<file path="src/rtl/simon_decrypt.sv">
// Iterative Simon32/64 decryption core: one inverse round per clock, round keys ROUNDS-1 down to 0.
// The round-key bus is captured at accept so it may change freely while a block is in flight.
module simon_decrypt #(
    parameter int unsigned ROUNDS = 32
) (
    input  logic         clk,
    input  logic         rst,
    input  logic         in_valid,
    output logic         in_ready,
    input  logic [31:0]  ciphertext,
    input  logic [511:0] key_total,
    output logic         out_valid,
    input  logic         out_ready,
    output logic [31:0]  plaintext,
    output logic         busy
);

    localparam logic [1:0] StIdle = 2'd0;
    localparam logic [1:0] StRun  = 2'd1;
    localparam logic [1:0] StHold = 2'd2;

    localparam logic [4:0] RcInit = 5'(ROUNDS - 1);

    logic [1:0]   state_q;
    logic [15:0]  x_q, y_q;
    logic [511:0] key_q;
    logic [4:0]   rc_q;
    logic [31:0]  pt_q;

    logic [15:0] round_key;
    logic [15:0] f_y;
    logic [15:0] x_d, y_d;

    always_comb begin
        round_key = key_q[{rc_q, 4'b0000} +: 16];
        f_y       = ({y_q[14:0], y_q[15]} & {y_q[7:0], y_q[15:8]}) ^ {y_q[13:0], y_q[15:14]};
        x_d       = y_q;
        y_d       = x_q ^ f_y ^ round_key;
    end

    always_ff @(posedge clk) begin
        if (rst) begin
            state_q <= StIdle;
            x_q     <= '0;
            y_q     <= '0;
            key_q   <= '0;
            rc_q    <= '0;
            pt_q    <= '0;
        end else begin
            case (state_q)
                StIdle: begin
                    if (in_valid) begin
                        x_q     <= ciphertext[31:16];
                        y_q     <= ciphertext[15:0];
                        key_q   <= key_total;
                        rc_q    <= RcInit;
                        state_q <= StRun;
                    end
                end
                StRun: begin
                    x_q <= x_d;
                    y_q <= y_d;
                    // Last inverse round goes straight into the output register.
                    if (rc_q == 5'd0) begin
                        pt_q    <= {x_d, y_d};
                        state_q <= StHold;
                    end else begin
                        rc_q <= rc_q - 5'd1;
                    end
                end
                StHold: begin
                    if (out_ready) begin
                        state_q <= StIdle;
                    end
                end
                default: state_q <= StIdle;
            endcase
        end
    end

    always_comb begin
        in_ready  = (state_q == StIdle);
        busy      = (state_q == StRun);
        out_valid = (state_q == StHold);
        plaintext = pt_q;
    end

endmodule

</file>
<file path="config.mk">
export PLATFORM = sky130hd
export DESIGN_NAME = simon_decrypt
export DESIGN_NICKNAME = d
export VERILOG_FILES = /design/src/rtl/simon_decrypt.sv
export SDC_FILE = /design/constraint.sdc
export NUM_CORES = 1
export LEC_CHECK = 0
export ABC_AREA = 1
export ABC_CLOCK_PERIOD_IN_PS = 2330
export CAP_MARGIN = 5
export CORE_MARGIN = 5
export CORE_UTILIZATION = 40
export DETAILED_ROUTE_END_ITERATION = 16
export GPL_ROUTABILITY_DRIVEN = 0
export PLACE_DENSITY = 0.73
export SYNTH_ARGS = -nofsm -noshare
export SYNTH_HDL_FRONTEND = slang
export SYNTH_SLANG_ARGS = --single-unit
</file>
<file path="constraint.sdc">
create_clock -name clk -period 2.33 [get_ports clk]
set_input_delay 0.466 -clock clk [delete_from_list [all_inputs] [get_ports clk]]
set_output_delay 0.466 -clock clk [all_outputs]
set_load 0.005 [all_outputs]
</file>
# Word level (Yosys, flattened, before mapping)
# Index checks and enable logic that the tools add are counted.
[totals] reg_bits=583 in_bits=548 output_inout_bits=35 elab_cells=37
[classes] addsub=1 eq_ne=6 n_shift=1 mux=11 bitwise_logic=4 reduce_logical=8
[ops] cell="$shiftx 512x10->16" n=1
[ops] cell="$pmux 16 s2" n=2
[ops] cell="$xor 16x16->16" n=3
[ops] cell="$mux 16" n=2
[ops] cell="$and 16x16->16" n=1
[ops] cell="$mux 5" n=2
[ops] cell="$pmux 5 s2" n=1
[ops] cell="$mux 2" n=3
[ops] cell="$pmux 2 s3" n=1
[ops] cell="$reduce_and 2->1" n=3
[ops] cell="$reduce_and 3->1" n=2
[ops] cell="$logic_not 5->1" n=1
[ops] cell="$sub 5x1->5 const B" n=1
[ops] cell="$ne 2x1->1 const B" n=2
[ops] cell="$ne 2x2->1 const B" n=2
[ops] cell="$eq 2x1->1 const B" n=1
[ops] cell="$eq 2x2->1 const B" n=1
[ops] cell="$logic_not 2->1" n=1
[ops] cell="$reduce_bool 2->1" n=1

# Depth between registers and ports, before layout
[depth] depth_word=5 depth_mapped=15 ltp_nobuf=14

# Least setup slack after synthesis
# Ideal clock, no wire load.
[synth_path] kind="reg-to-reg" from="register rc_q[1]" to="register pt_q[10] (netlist: plaintext[10])" setup_ns=0.109 arrival_ns=1.988 required_ns=2.221 path_slack_ns=0.233 stages_incl_launch_ff=14 path_buffers=4 period_less_slack_ns=2.097 cell_sequence="dfxtp_1 -> buf_2 -> inv_2 -> buf_4 -> buf_2 -> ha_1 -> inv_1 -> nor3_1 -> nand2_1 -> nor2_2 -> clkbuf_1 -> nand2_1 -> nand2_1 -> inv_1"
[synth_between] elab_chain_len=2 elab_cells_between_ends=4 classes_between="shift: 1; bitwise: 1; reduce/logical: 2"
[synth_lines] element="from (decl)" line_no="27" text="logic [4:0] rc_q;"
[synth_lines] element="from (signal assigned)" line_no="56" text="rc_q <= RcInit;"
[synth_lines] element="from (signal assigned)" line_no="68" text="rc_q <= rc_q - 5'd1;"
[synth_lines] element="$shiftx 512x10->16 or $logic_not 5->1 (tied branches)" line_no="35, 64"
[synth_lines] element="$xor 16x16->16 or $reduce_and 2->1 (tied branches)"
[synth_lines] element="to (signal assigned)" line_no="65" text="pt_q <= {x_d, y_d};"
[synth_lines] element="to (decl)" line_no="28" text="logic [31:0] pt_q;"
# Parallel ways exist; a longest one is shown, timed or not.
# A chain may end at the register's enable or synchronous reset.

# Final worst setup path
[layout_path] from="register state_q[0]" to="output busy"
[layout_between] elab_chain_len=1
[layout_lines] element="from (decl)" line_no="24" text="logic [1:0] state_q;"
[layout_lines] element="from (signal assigned)" line_no="43" text="state_q <= StIdle;"
[layout_lines] element="from (signal assigned)" line_no="57" text="state_q <= StRun;"
[layout_lines] element="from (signal assigned)" line_no="66" text="state_q <= StHold;"
[layout_lines] element="$eq 2x1->1" line_no="83" text="busy = (state_q == StRun);"
[layout_lines] element="to (decl)" line_no="15" text="output logic busy"
# Every way passes these cells.

==> flow_summary.yaml <==
timing:
  maxSlewViolCount: 0
  fin_crit_sh_pct: 95.3
  rsz0062_at_grt: "no"
  hold_violations: 0
  tns_ps: 0
  layout_min_cycle_time_ps: 2220
  max_freq_ghz: 0.450
  setup_violations: 0
  worst_slack_ps: 109
  maxSlewHeadroom_pct: 47.4
  worst_slew_pin_slew_ps: 789
  skew_ps: 29.7
routing:
  drcViolationCount: 0
  viasPerCell: 5.17
  wirelength_um: 97900
  first_pass_iters: 6
  num_vias: 27100
  ant_nets: 0
  drt-initial-drc-count: 2622
  wl_per_cell_um: 18.7
placement:
  dp_hpwl_um: 71600
  pre_cts_slack_ps: 79.7
  place_area_sq_mm: 0.0329
  dp.cells: 5112
  numPortBuffers: 582
synthesis:
  ys_seq_elements: 583
  synth_cell_types: 24
  seq_area_frac_synth_pct: 44.9
  synthCells: 3872
  synth_nets: 4421
  netlist_area_sq_mm: 0.0260
  ys.flop_type: "dfxtp_1"
  syn_area_per_cell_sq_um: 6.71
  ys_warn_count: 0
  async_flop_share_pct: 0
  synth-edff-count: 0
die:
  die_x_um: 265
  initial_core_util_pct: 40.4
  rows: 93
  die_area_sq_mm: 0.0702
  pin_count: 583
  die_h_um: 265
  design.core.area_sq_mm: 0.0643
clock_network:
  root_buffer: "clkbuf_16"
  clk_latency_ps: 610
  clock_sinks: 583
  clockBufferDepth: 3
  htreeDepth: 3
  cts_buffers: 67
  clk_pin_slew_ps: 60
  cts_tree: "done"
flow_run:
  maxCapViolCount: 0
worst_setup_path:
  max_stage_delay_ps: 530
  r2r_cells: 12
  cp_top_family: "buffers and inverters"
  start_kind: "flip-flop"
  critPathCaptureType: "output port"
  arrival_ps: 1750
  crit_type: "flip-flop to output port"
  path_depth: 3
  crit_required_ps: 1860
  path_cells: "inv_1, nor2_4, clkdlybuf4s50_1"
  crit_fanout: 3
  cp_slowest_cell: "clkdlybuf4s50_1"
  cp.buffers_inverters: 2
finish:
  layout-drive-gt1-share_pct: 5.08
  syn_to_final_growth_pct: 35.3
  post-route-util_pct: 54.6
  fin_cells: 5236
  final_nets: 4875
  final_area_sq_mm: 0.0351
power_and_ir_drop:
  p_leak_uw: 0.0144
  powerDensity_mw_per_mm2: 836
  pwr-share-comb_pct: 25.4
  peakVddDrop_mv: 0.472
  pwr-share-clk_pct: 35.1
  seq_power_share_pct: 39.5
  power.switching_uw: 9290
  switching_share_pct: 31.6
  p_int_uw: 20100
global_routing:
  gr-usage-all-layers_pct: 26.5
  grt_pass1_vias: 25800
  grt_max_degree: 96
  grt_pass1_wl_um: 148000
  antenna_found_initial: 18
  gr-total-overflow: 0
hold_path:
  whs_path_depth: 4
  hp-class: "primary input to flip-flop"
outcome:
  status: "finished clean"
[synth_stat cells (2+ instances only)]
cell        n  area, sq um
a211oi_1   17          128
a21oi_1   168          841
a221oi_1    6         52.6
a31oi_1    13         81.3
buf_1      20         75.1
buf_2      92          460
buf_4      10         75.1
clkbuf_1  178          668
dfxtp_1   583        11700
inv_1     220          826
inv_2       5         18.8
nand2_1   731         2740
nand3_1   435         2180
nor2_1    798         3000
nor2_2      2         12.5
o211ai_1   20          150
o21ai_0   537         2690
xnor2_1     2         17.5
xor2_1     30          263
[power by group through the flow]
stage	logic [uW]	clock network (uW)	registers, uW
finish	7450	10300	11600
global route	8260	11000	11700
CTS	7450	10500	11600
detailed placement	7400	0	11800
global placement	7320	0	11800
floorplan	4360	0	11600
[repair_timing]
action,CTS,global route
gates cloned,0,0
hold endpoints to repair,0,0
gates resized for setup,1,7
hold buffers,0,0
setup endpoints to repair,1,36
buffers inserted,0,0
[tightest hold or removal path, cell delays in order]
cell     delay, ps
buf_2          140
inv_8          100
o21ai_0        100
nor2_1          40
[worst paths after layout]
path / startpoint / to / slack [ps]
hold / removal: rst / key_q[5] / 290
setup / recovery: state_q[0] / busy / 110
setup reg to reg: rc_q[0] / x_d[10] / 170
hold reg to reg: key_q[330] / key_q[330] / 450
[cell type report]
cell class	instances	area [sq um]
fillers	6185	29200
multi-input cells	2764	12200
flip-flops and latches	583	11700
repair buffers	685	7120
clock buffers	94	1960
well taps	855	1070
inverters	225	880
clock inverters	17	183
diodes	13	32.5
[registers in the layout, indices dropped and copies added, names as in the netlist]
register   cells
x_d           16
state_q        2
rc_q           5
plaintext     32
x_q           16
key_q        512
[per-layer routing]
metal,GRT usage (%),vias to the layer above,part of all wire (%)
met5,0,-,0.038
met4,12.1,6,4.7
met3,5.62,215,7.7
met2,43.9,1097,47
met1,33.3,12400,41
li1,-,13400,-
[logic make-up after synthesis]
group / share of synthesized area [%]
compound gates: 15.2
xor+xnor: 1.08
fa+ha+maj: 0.0482
buf+inv: 8.17
flops: 44.9
simple gates: 30.6
[per-stage QoR]
step,total power (uW),hold WS [ps]
floorplan,16000,423
global placement,19100,432
detailed placement,19200,437
CTS,29600,272
global route,30900,310
finish,29400,294
[cell usage in the layout (no fill, tap or decap), types with 3 or more instances in the layout]
cell type,Yosys,final
dfxtp_1,583,578
inv_6,0,3
buf_12,0,40
a31oi_1,13,13
clkbuf_1,178,11
nor2_1,798,797
inv_1,220,219
a221oi_1,6,6
inv_4,0,3
clkinvlp_4,0,3
a211oi_1,17,17
clkbuf_8,0,14
o21ai_0,537,537
clkdlybuf4s50_1,0,581
nand3_1,435,434
a21oi_1,168,168
buf_4,10,61
diode_2,0,13
clkbuf_16,0,69
clkinv_2,0,5
o211ai_1,20,20
nand2_1,731,730
xor2_1,30,30
dfxtp_4,0,3
No activity file was read; power rests on OpenSTA's default activity.
